--- src/rtl/serial_subtractor_pkg.sv ---
// Shared types and sizing helpers for the bit-serial subtractor.
// Provides the FSM state encoding and the counter-width function.
package serial_subtractor_pkg;

  typedef enum logic [1:0] {
    IDLE  = 2'd0,
    SHIFT = 2'd1,
    DONE  = 2'd2
  } state_t;

  // Bit count needed to hold 0..w-1.
  function automatic int cnt_w(input int w);
    return (w < 2) ? 1 : $clog2(w);
  endfunction

endpackage

--- src/rtl/serial_subtractor_fs_cell.sv ---
// Combinational full subtractor: d = x - y - bin, bout = borrow out.
// Ports: x, y, bin in; d, bout out. Two half-subtractors plus an OR.
module fs_cell (
  input  logic x,
  input  logic y,
  input  logic bin,
  output logic d,
  output logic bout
);

  logic d1;
  logic b1;
  logic b2;

  assign d1   = x ^ y;
  assign b1   = ~x & y;
  assign d    = d1 ^ bin;
  assign b2   = ~d1 & bin;
  assign bout = b1 | b2;

endmodule

--- src/rtl/serial_subtractor.sv ---
// Bit-serial WIDTH-bit subtractor, LSB first, start/done handshake.
// Ports: clk, rst(async hi), start, a, b -> busy, done, diff, borrow.
// Build option SERSUB_SAT_EN: clamp diff to 0 on final borrow.
import serial_subtractor_pkg::*;

module serial_subtractor #(
  parameter int WIDTH = 8
) (
  input  logic             clk,
  input  logic             rst,
  input  logic             start,
  input  logic [WIDTH-1:0] a,
  input  logic [WIDTH-1:0] b,
  output logic             busy,
  output logic             done,
  output logic [WIDTH-1:0] diff,
  output logic             borrow
);

  localparam int CNT_W = cnt_w(WIDTH);
  localparam logic [CNT_W-1:0] LAST =
    CNT_W'(WIDTH - 1);

  state_t           state;
  logic [WIDTH-1:0] op_a;
  logic [WIDTH-1:0] op_b;
  logic [WIDTH-1:0] res;
  logic [WIDTH-1:0] res_nxt;
  logic [CNT_W-1:0] cnt;
  logic             brw;
  logic             d;
  logic             bn;

  fs_cell u_fs (
    .x    (op_a[0]),
    .y    (op_b[0]),
    .bin  (brw),
    .d    (d),
    .bout (bn)
  );

  // Result bits enter at the MSB and migrate down.
  assign res_nxt = {d, res[WIDTH-1:1]};

  assign busy = (state == SHIFT);
  assign done = (state == DONE);

  always_ff @(posedge clk or posedge rst) begin
    if (rst) begin
      state  <= IDLE;
      op_a   <= '0;
      op_b   <= '0;
      res    <= '0;
      cnt    <= '0;
      brw    <= 1'b0;
      diff   <= '0;
      borrow <= 1'b0;
    end else begin
      unique case (state)
        IDLE, DONE: begin
          if (start) begin
            state <= SHIFT;
            op_a  <= a;
            op_b  <= b;
            res   <= '0;
            cnt   <= '0;
            brw   <= 1'b0;
          end else begin
            state <= IDLE;
          end
        end
        SHIFT: begin
          op_a <= op_a >> 1;
          op_b <= op_b >> 1;
          res  <= res_nxt;
          brw  <= bn;
          cnt  <= cnt + 1'b1;
          if (cnt == LAST) begin
            state  <= DONE;
            borrow <= bn;
`ifdef SERSUB_SAT_EN
            diff   <= bn ? '0 : res_nxt;
`else
            diff   <= res_nxt;
`endif
          end
        end
        default: state <= IDLE;
      endcase
    end
  end

endmodule

--- config.mk ---
export PLATFORM = sky130hd
export DESIGN_NAME = serial_subtractor
export DESIGN_NICKNAME = d
export VERILOG_FILES = /design/src/rtl/serial_subtractor_pkg.sv /design/src/rtl/serial_subtractor_fs_cell.sv /design/src/rtl/serial_subtractor.sv
export SDC_FILE = /design/constraint.sdc
export NUM_CORES = 1
export LEC_CHECK = 0
export CAP_MARGIN = 5
export CORE_AREA = 2 2 58 60
export DETAILED_ROUTE_END_ITERATION = 8
export DIE_AREA = 0 0 60 62
export DONT_BUFFER_PORTS = 1
export HOLD_SLACK_MARGIN = 0.03
export PLACE_DENSITY_LB_ADDON = 0.12
export SLEW_MARGIN = 20
export SYNTH_ARGS = -nofsm -noshare
export SYNTH_HDL_FRONTEND = slang
export SYNTH_SLANG_ARGS = --single-unit
--- constraint.sdc ---
create_clock -name clk -period 2.94 [get_ports clk]
set_input_delay 0.441 -clock clk [delete_from_list [all_inputs] [get_ports clk]]
set_output_delay 0.441 -clock clk [all_outputs]
set_load 0.01 [all_outputs]
==> results of run 1 <==
==> stage by stage <==
step	hold slack (ns)	utilization
after detailed placement	0.382	0.560
after CTS	0.182	0.582
after global placement	0.384	0.560
after floorplan	0.456	-
after global routing	0.168	0.582
final	0.204	0.582
==> synth_stat cells, types with 2 or more instances <==
master and instances:
a211oi_1 2, a21oi_1 2, a22o_1 4, a22oi_1 2, buf_2 3, buf_4 3, buf_6 4, dfrtp_1 38
ha_1 2, inv_1 4, mux2_2 7, mux2_4 7, mux2i_1 4, nand2_1 9, nand2b_1 6, nand2b_4 2
nand3_1 4, nor2_1 11, nor2b_1 2, nor3_1 10, o21ai_0 10, o22ai_1 10
==> logic make-up (layout without fill, tap and decap cells) <==
group / count (synthesis) / after routing / synth area share
flops: 38 / 38 / 0.529
mux: 18 / 18 / 0.125
buf+inv: 15 / 15 / 0.0564
fa+ha+maj: 3 / 3 / 0.0251
compound gates: 31 / 31 / 0.109
simple gates: 48 / 48 / 0.150
xor+xnor: 1 / 1 / 0.00488
==> power by group through the flow <==
stage                     sequential (mW)  combinational, mW  clock, mW
final                                1.01              0.679      0.277
after global routing                 1.05              0.792      0.314
after CTS                            1.01              0.693      0.292
after detailed placement             1.02              0.690          0
after global placement               1.01              0.665          0
after floorplan                     0.922              0.697          0
==> cell usage in the layout (no fill, tap or decap), types with 4 or more instances in the layout <==
cell and count:
a22o_1 4, clkbuf_4 5, dfrtp_1 38, inv_1 4, mux2_2 7, mux2_4 7
mux2i_1 4, nand2_1 9, nand2b_1 6, nand3_1 4, nor2_1 11, nor3_1 10
o21ai_0 10, o22ai_1 10
==> worst reg2reg max path, delay by kind of cell, from the launching register on <==
family	cells	cell delay (ns)
AO/OA/AOI/OAI	1	0.19
AND/OR/NAND/NOR	2	0.34
buffers and inverters	1	0.33
flip-flops	1	0.91
==> layout make-up <==
cell class / count / area (µm²) / share of cell area
Sequential cell: 38 / 951 / 0.514
Clock inverter: 1 / 5.00 / 0.00271
Timing Repair Buffer: 2 / 17.5 / 0.00947
Clock buffer: 7 / 55.1 / 0.0298
Tap cell: 46 / 57.6 / 0.0311
Inverter: 5 / 18.8 / 0.0101
Multi-Input combinational cell: 101 / 744 / 0.403
==> registers in the layout (all words and copies together) (netlist names) <==
signal / flops
state: 2
cnt: 3
op_b: 8
borrow: 1
brw: 1
diff: 8
op_a: 8
res: 7
==> routing by layer <==
metal	vias up	global-route usage	wire length (µm)	share of wire
met5	-	0	0	0
met4	0	0.0762	44	0.015
met3	6	0.0663	123	0.041
met2	28	0.298	1440	0.48
met1	548	0.243	1370	0.46
li1	542	-	-	-
==> final timing paths <==
kind / startpoint / to / slack [ns]
worst max register to register: state[0] / cnt[2] / 1.06
min in group asynchronous: rst / state[1] / 0.55
worst min register to register: brw / brw / 0.51
worst max-delay path: state[0] / busy / 0.67
max in group asynchronous: rst / cnt[0] / 1.69
worst min-delay path: start / res[2] / 0.20
==> results by group, run 1 <==
Status
  • Status: completed

Route
  • Routed Antenna Nets: 0
  • TritonRoute pass-1 iters: 4
  • Total wire length: 2980 µm
  • Wirelength per Cell: 14.9 µm
  • Vias per Instance: 5.62
  • DR iter-0 viols: 81
  • DRC: 0
  • Vias: 1124

Timing
  • Peak Freq: around 440 MHz
  • Final Hold Violating Endpoints: 0
  • Minimum clock period: between 2 and 2.5 ns
  • Final setup fails: 0
  • Clock Skews: 0.00632 ns
  • Worst setup margin: 0.674 ns
  • Fin Setup TNS: 0 ns
  • Slew @ Worst Pin: between 0.8 and 0.9 ns
  • RSZ-0062 raised after global routing: no
  • Max-slew violation count: 0
  • Final worst path period share: 0.771
  • Max-slew headroom: 0.432

Cells and area
  • Fillers: 273
  • Final net count: 175
  • P&R area growth vs syn: 2.92%
  • N_diodes: 0
  • Post-route design area: 1850 µm²
  • Non-filler instance count after layout: 200
  • Layout cells sized above 1: 0.182

Power and ir drop
  • Clock power share: 0.141
  • Flop pwr share: 0.513
  • Power, Total: between 1.5 and 2 mW
  • PD cells: around 1100 nW/µm²
  • Sw Ratio: 0.364
  • Cell Int Power: between 1 and 1.5 mW
  • Leak: 0.846 nW
  • P_sw: about 0.71 mW
  • Comb power frac: 0.346
  • Worst vdd ir: 0.000500 V

Global route
  • First-pass GRT wire length: approximately 5200 µm
  • Total grt overflow: 0
  • Largest net degree at the start of global routing: 28
  • GRT Total Usage: 0.190
  • Initial antenna violation count: 0
  • Vias in the first global route: 1130

Placed design
  • Pre-CTS setup slack: 1.05 ns
  • IO buf count: 0
  • Dpl hpwl: between 2000 and 2500 µm
  • Placed insts: roughly 190
  • Gpl congestion: approximately 0.69
  • DP Area: 1780 µm²

Synthesis
  • Top FF cell, synth: dfrtp_1
  • Synth top area share: 0.529
  • Sequential share of the synthesized area: 0.529
  • Mapped Avg Cell Area: ~12 µm²
  • Cells after synthesis: 154
  • #FFs+latches synth: 38
  • Syn Nets: around 180
  • Share of flip-flops with an asynchronous set or reset: 1.00
  • Cell Area, Synth: 1800 µm²
  • Synth top area cells: dfrtp_1 53%, mux2_4 5.8%, mux2_2 4.4%
  • Synth warn: 0
  • Synth cell types: 30
  • Post-synth EDFFs: 0
  • Post-synth top area cell: dfrtp_1

Critical path
  • Worst setup path class: reg2out
  • Instance count on the critical path: 2
  • CP max-delay cell: dfrtp_1
  • Crit path launch type: flip-flop
  • CP delay by family, top: flip-flops
  • Slowest Stage Delay on Critical Path: 0.91 ns
  • CP cell instances: nand2b_4, inv_2
  • Buffers and inverters on the worst path: 1
  • Register-to-Register Path Depth: 4
  • Worst Path Required: 2.50 ns
  • Worst endpoint data arrival time: 1.83 ns
  • CP max FO: 27
  • Endpoint class of the critical path: primary output

Clock tree
  • Post-CTS setup-driven buffer insertion count: 0
  • Clock latency on the worst-skew pair: 0.34 ns
  • Clock root cell: clkbuf_4
  • Max Root-Sink Buffers: 2
  • CTS H-tree lvls: 2
  • Cts repair resizes: 0
  • CTS Buf Count: 5
  • Hold Buf Count CTS: 1
  • CTS tree: yes
  • CTS Sinks: 38
  • Clk slew on worst S/H paths: 0.11 ns

Floorplan
  • Die area: 3720 µm²
  • Die height: between 60 and 70 µm
  • I/O pin total: 30
  • Die width: 60 µm
  • Initial Util: 0.565
  • Core Area: 3180 µm²
  • Cell Rows: 21

Flow run
  • Max_cap viols: 0

Min path
  • Worst Hold Class: in2reg
  • Hold-critical path depth: 1
Power figures use the tool's default switching activity.
==> run 2: changes to the inputs <==
--- a/config.mk
+++ b/config.mk
@@ -6,9 +6,9 @@
 export NUM_CORES = 1
 export LEC_CHECK = 0
 export CAP_MARGIN = 5
-export CORE_AREA = 2 2 58 60
+export CORE_AREA = 2 2 60 62
 export DETAILED_ROUTE_END_ITERATION = 8
-export DIE_AREA = 0 0 60 62
+export DIE_AREA = 0 0 62 64
 export DONT_BUFFER_PORTS = 1
 export HOLD_SLACK_MARGIN = 0.03
 export PLACE_DENSITY_LB_ADDON = 0.12
==> constraint.sdc (replaced) <==
create_clock -name clk -period 2.04 [get_ports clk]
set_input_delay 0.306 -clock clk [delete_from_list [all_inputs] [get_ports clk]]
set_output_delay 0.306 -clock clk [all_outputs]
set_load 0.01 [all_outputs]
==> results by group, run 2 (same netlist as run 1, synthesis figures left out) <==
Global route
  • GRT Total Usage: 0.186
  • Total grt overflow: 0
  • GR Util met1: 0.249
  • Vias in the first global route: approximately 1.1k
  • First-pass GRT wire length: 5430 µm
  • Initial antenna violation count: 0
  • Met2 Use GR: 0.276
  • Met3 Usage GRT: 0.0749
  • Largest net degree at the start of global routing: 24
  • GR peak layer: met2

Power and ir drop
  • P_sw: about 1.1 mW
  • Leak: 0.873 nW
  • Flop pwr share: 0.481
  • Cell Int Power: 1.91 mW
  • Worst vdd ir: 0.000938 V
  • PD cells: roughly 1600 nW/µm²
  • Sw Ratio: 0.360
  • Clock power share: 0.168
  • Comb power frac: 0.351
  • Power, Total: 2.98 mW

Floorplan
  • Die area: 3970 µm²
  • Cell Rows: 21
  • Initial Util: 0.547
  • Die width: about 62 µm
  • Die height: 64 µm
  • Core Area: 3280 µm²
  • I/O pin total: 30

Cells and area
  • Most frequent cells in the layout: 37 x dfrtp_1, 11 x nor2_1, 10 x o22ai_1, 10 x nor3_1, 10 x o21ai_0
  • Commonest non-fill, non-tap cell in the layout: dfrtp_1
  • N_diodes: 0
  • P&R area growth vs syn: 6.06%
  • Final Util: 0.580
  • Final net count: 178
  • Fillers: slightly below 300
  • Biggest regs: diff (8), op_a (8), op_b (8)
  • Layout cells sized above 1: 0.204

Min path
  • Worst Hold Class: in2reg

Timing
  • Max-slew violation count: 0
  • Peak Freq: 573 MHz
  • Final Hold Violating Endpoints: 0
  • Fin Setup TNS: 0 ns
  • Worst setup margin: 0.293 ns
  • Slew @ Worst Pin: 0.664 ns
  • Max-slew headroom: 0.557
  • Final setup fails: 0
  • RSZ-0062 raised after global routing: no
  • Clock Skews: 0.00824 ns
  • Minimum clock period: 1.75 ns
  • Final worst path period share: 0.856

Route
  • Wirelength per Cell: 15.8 µm
  • DRC: 0
  • TritonRoute pass-1 iters: 4
  • Routed Antenna Nets: 0
  • DR iter-0 viols: between 70 and 80
  • Total wire length: around 3200 µm
  • Vias: 1117
  • Vias per Instance: approximately 5.5

Critical path
  • Buffers and inverters on the worst path: 1
  • Endpoint class of the critical path: primary output
  • CP max-delay cell: dfrtp_1
  • CP delay by family, top: flip-flops
  • Crit path launch type: flip-flop
  • Worst Path Required: 1.73 ns
  • CP cell instances: nand2b_4, inv_2
  • Worst endpoint data arrival time: between 1 and 1.5 ns
  • Worst setup path class: reg2out
  • Slowest Stage Delay on Critical Path: 0.51 ns
  • CP max FO: 17

Clock tree
  • Clock root cell: clkbuf_4
  • Clock latency on the worst-skew pair: roughly 0.35 ns
  • CTS tree: yes
  • CTS Buf Count: 5
  • Clk slew on worst S/H paths: 0.12 ns
  • CTS Sinks: 38
  • CTS H-tree lvls: 2
  • Max Root-Sink Buffers: 2

Status
  • Status: completed

Placed design
  • Gpl congestion: 0.759
  • IO buf count: 0
  • Pre-CTS setup slack: 0.389 ns
  • Dpl hpwl: 2210 µm

Flow run
  • Max_cap viols: 0
-- run 2: cell types whose count changed in the layout (fill, tap and decap cells not counted), sizes merged --
| cell | delta |
|---|---|
| buf | +2 |
| bufinv | +1 |
| clkbuf | -2 |
| clkinv | +1 |
| dlygate4sd3 | +1 |
-- run 2: repair_timing --
action,4_1_cts,5_1_grt
buffers inserted,0,0
hold endpoints to repair,15,1
endpoints found under the setup margin,0,1
resized for setup,0,1
hold buffers,1,1
-- run 2: layer usage --
metal	up-vias	share of wire
met5	-	0
met4	0	0.014
li1	545	-
met2	26	0.48
met3	6	0.052
met1	540	0.45
-- run 2: through the flow --
step,hold WS (ns),cells,area (µm²)
after floorplan,0.448,154,1800
after global placement,0.312,193,1810
after detailed placement,0.327,193,1810
after CTS,0.0443,202,1890
after global routing,0.0470,203,1910
final,0.0599,203,1910
-- run 2: path summary, 6_finish.rpt --
path | startpoint | cells after the start | endpoint | slack (ns)
max | state[1] | 2 | busy | 0.29
min in group asynchronous | rst | 2 | state[1] | 0.48
min reg2reg | brw | 1 | brw | 0.52
max reg2reg | cnt[0] | 4 | diff[7] | 0.52
min | start | 1 | res[3] | 0.06
max in group asynchronous | rst | 3 | state[0] | 1.00
-- run 2: layout make-up --
cell class	instances	area, µm²	share of cell area
Inverter	5	18.8	0.00985
Sequential cell	38	952	0.500
Multi-Input combinational cell	101	744	0.391
Timing Repair Buffer	5	55.1	0.0289
Clock inverter	3	40.0	0.0210
Tap cell	46	57.6	0.0302
Clock buffer	5	37.5	0.0197
-- run 2: power by group through the flow --
stage / registers, mW / clock network [mW] / logic [mW]
finish: 1.43 / 0.501 / 1.05
global route: 1.50 / 0.557 / 1.19
CTS: 1.44 / 0.514 / 1.06
detailed placement: 1.46 / 0 / 1.05
global placement: 1.44 / 0 / 1.01
floorplan: 1.33 / 0 / 1.00
==> run 3: changes to the inputs <==
--- a/config.mk
+++ b/config.mk
@@ -10,6 +10,7 @@
 export DETAILED_ROUTE_END_ITERATION = 8
 export DIE_AREA = 0 0 62 64
 export DONT_BUFFER_PORTS = 1
+export GPL_ROUTABILITY_DRIVEN = 1
 export HOLD_SLACK_MARGIN = 0.03
 export PLACE_DENSITY_LB_ADDON = 0.12
 export SLEW_MARGIN = 20
==> constraint.sdc (replaced) <==
create_clock -name clk -period 1.4 [get_ports clk]
set_input_delay 0.21 -clock clk [delete_from_list [all_inputs] [get_ports clk]]
set_output_delay 0.21 -clock clk [all_outputs]
set_load 0.01 [all_outputs]
==> results by group, run 3 (same netlist as run 1, synthesis figures left out) <==
Status
  • Status: completed

Timing
  • Slew @ Worst Pin: 0.468 ns
  • Max-slew violation count: 0
  • Minimum clock period: 1.36 ns
  • Peak Freq: around 740 MHz
  • Final Hold Violating Endpoints: 0
  • Final setup fails: 0
  • Final worst path period share: 0.970
  • Max-slew headroom: 0.688
  • Fin Hold WS: approximately 0.045 ns
  • Clock Skews: 0.00903 ns
  • RSZ-0062 raised after global routing: no

Clock tree
  • Clock root cell: clkbuf_4
  • CTS Buf Count: 5
  • Max Root-Sink Buffers: 2
  • CTS tree: yes
  • CTS H-tree lvls: 2
  • Clk slew on worst S/H paths: 0.12 ns
  • CTS Sinks: 38
  • Clock latency on the worst-skew pair: 0.35 ns

Route
  • Routed Antenna Nets: 0
  • Total wire length: 3400 µm
  • DR iter-0 viols: 70
  • TritonRoute pass-1 iters: 4
  • Vias per Instance: 5.45
  • Top Metal Used: met4
  • Vias: between 1k and 1.5k
  • DRT met1 WL: 1500 µm
  • Wirelength per Cell: 15.5 µm
  • DR WL met3: 179 µm
  • Met2 WL: 1670 µm
  • DRC: 0

Floorplan
  • Die area: 3970 µm²
  • Cell Rows: 21
  • I/O pin total: 30
  • Initial Util: 0.547
  • Die height: ~64 µm
  • Core Area: 3280 µm²
  • Die width: 62 µm

Cells and area
  • Most frequent cells in the layout: 36 x dfrtp_1, 13 x buf_4, 11 x nor2_1
  • Commonest non-fill, non-tap cell in the layout: dfrtp_1
  • FF+latch area: approximately 950 µm²
  • Layout cells sized above 1: 0.283
  • Fillers: 280
  • P&R area growth vs syn: 17.7%
  • Non-filler instance count after layout: ~220
  • Biggest regs: diff (8), op_a (8), op_b (8)
  • Final Util: 0.644
  • Post-route design area: ~2100 µm²
  • N_diodes: 0
  • Final net count: approximately 190
  • Area of the multi-input gates: 787 µm²

Critical path
  • Crit path launch type: flip-flop
  • Worst setup path class: reg2reg
  • Worst endpoint data arrival time: 1.61 ns
  • Worst Path Required: 1.65 ns
  • CP max FO: 3
  • Flop2flop setup slack: 0.04 ns
  • Endpoint class of the critical path: flip-flop

Global route
  • Vias in the first global route: 1237
  • Initial antenna violation count: 0
  • Largest net degree at the start of global routing: 39
  • Total grt overflow: 0
  • First-pass GRT wire length: 5840 µm
  • GRT Total Usage: 0.200

Power and ir drop
  • Power, Total: 4.94 mW
  • Worst vdd ir: 0.00108 V
  • Leak: 0.971 nW
  • PD cells: 2330 nW/µm²

Flow run
  • Max_cap viols: 0

Placed design
  • Placed insts: 201
  • DP Area: between 1500 and 2000 µm²
  • Dpl hpwl: 2230 µm
  • Gpl congestion: slightly below 0.8
  • IO buf count: 0

Min path
  • Worst Hold Class: in2reg
==> run 3: changes by cell type in the layout (fill, tap and decap cells not counted), sizes merged <==
| cell | before | now |
|---|---|---|
| buf | 3 | 15 |
| bufinv | 1 | 2 |
| nand3b | 1 | 2 |
| clkbuf | 5 | 6 |
| clkinv | 2 | 0 |
| dlygate4sd3 | 2 | 5 |
==> run 3: cell type report <==
class | instances | share of cell area
flip-flops and latches | 38 | 0.451
multi-input cells | 102 | 0.372
repair buffers | 20 | 0.0846
clock inverters | 2 | 0.0284
well taps | 46 | 0.0272
clock buffers | 6 | 0.0243
inverters | 5 | 0.0124
==> run 3: layer usage <==
layer | vias up | GRT usage
li1 | 584 | -
met1 | 581 | 0.272
met2 | 24 | 0.298
met3 | 5 | 0.0729
met4 | 0 | 0.0559
met5 | - | 0
==> run 3: worst paths after layout <==
| kind | depth (start not counted) | from | to |
|---|---|---|---|
| setup / recovery | 3 | op_b[0] | diff[7] |
| hold / removal | 2 | start | op_b[0] |
| setup reg to reg | 3 | op_b[0] | diff[7] |
| hold reg to reg | 1 | brw | brw |
| max in group asynchronous | 3 | rst | state[0] |
| min in group asynchronous | 3 | rst | diff[6] |
==> run 3: worst max-delay path, cell delays in order (launching register included) <==
cell,delay (ns)
dfrtp_1,0.38
inv_1,0.09
fa_1,0.52
mux2_2,0.28
==> run 3: stage by stage <==
| step | worst slack (ns) | setup TNS (ns) |
|---|---|---|
| after floorplan | 0.00380 | 0 |
| after detailed placement | -0.0317 | -0.0317 |
| after global routing | 0.00253 | 0 |
| after CTS | -0.00626 | -0.00849 |
| final | 0.0421 | 0 |
| after global placement | -0.00312 | -0.00312 |
==> run 3: what timing repair did <==
item,CTS,global route
endpoints found under the hold margin,47,0
setup endpoints to repair,9,6
pin swaps,0,1
hold buffers,5,0
buffers inserted,0,4
cloned,1,0
resized for setup,6,5
==> run 3: report_power, final <==
part	leakage (nW)	internal, mW	switching [mW]
logic	0.448	1.03	0.894
clock network	0.0585	0.605	0.368
registers	0.465	1.61	0.426
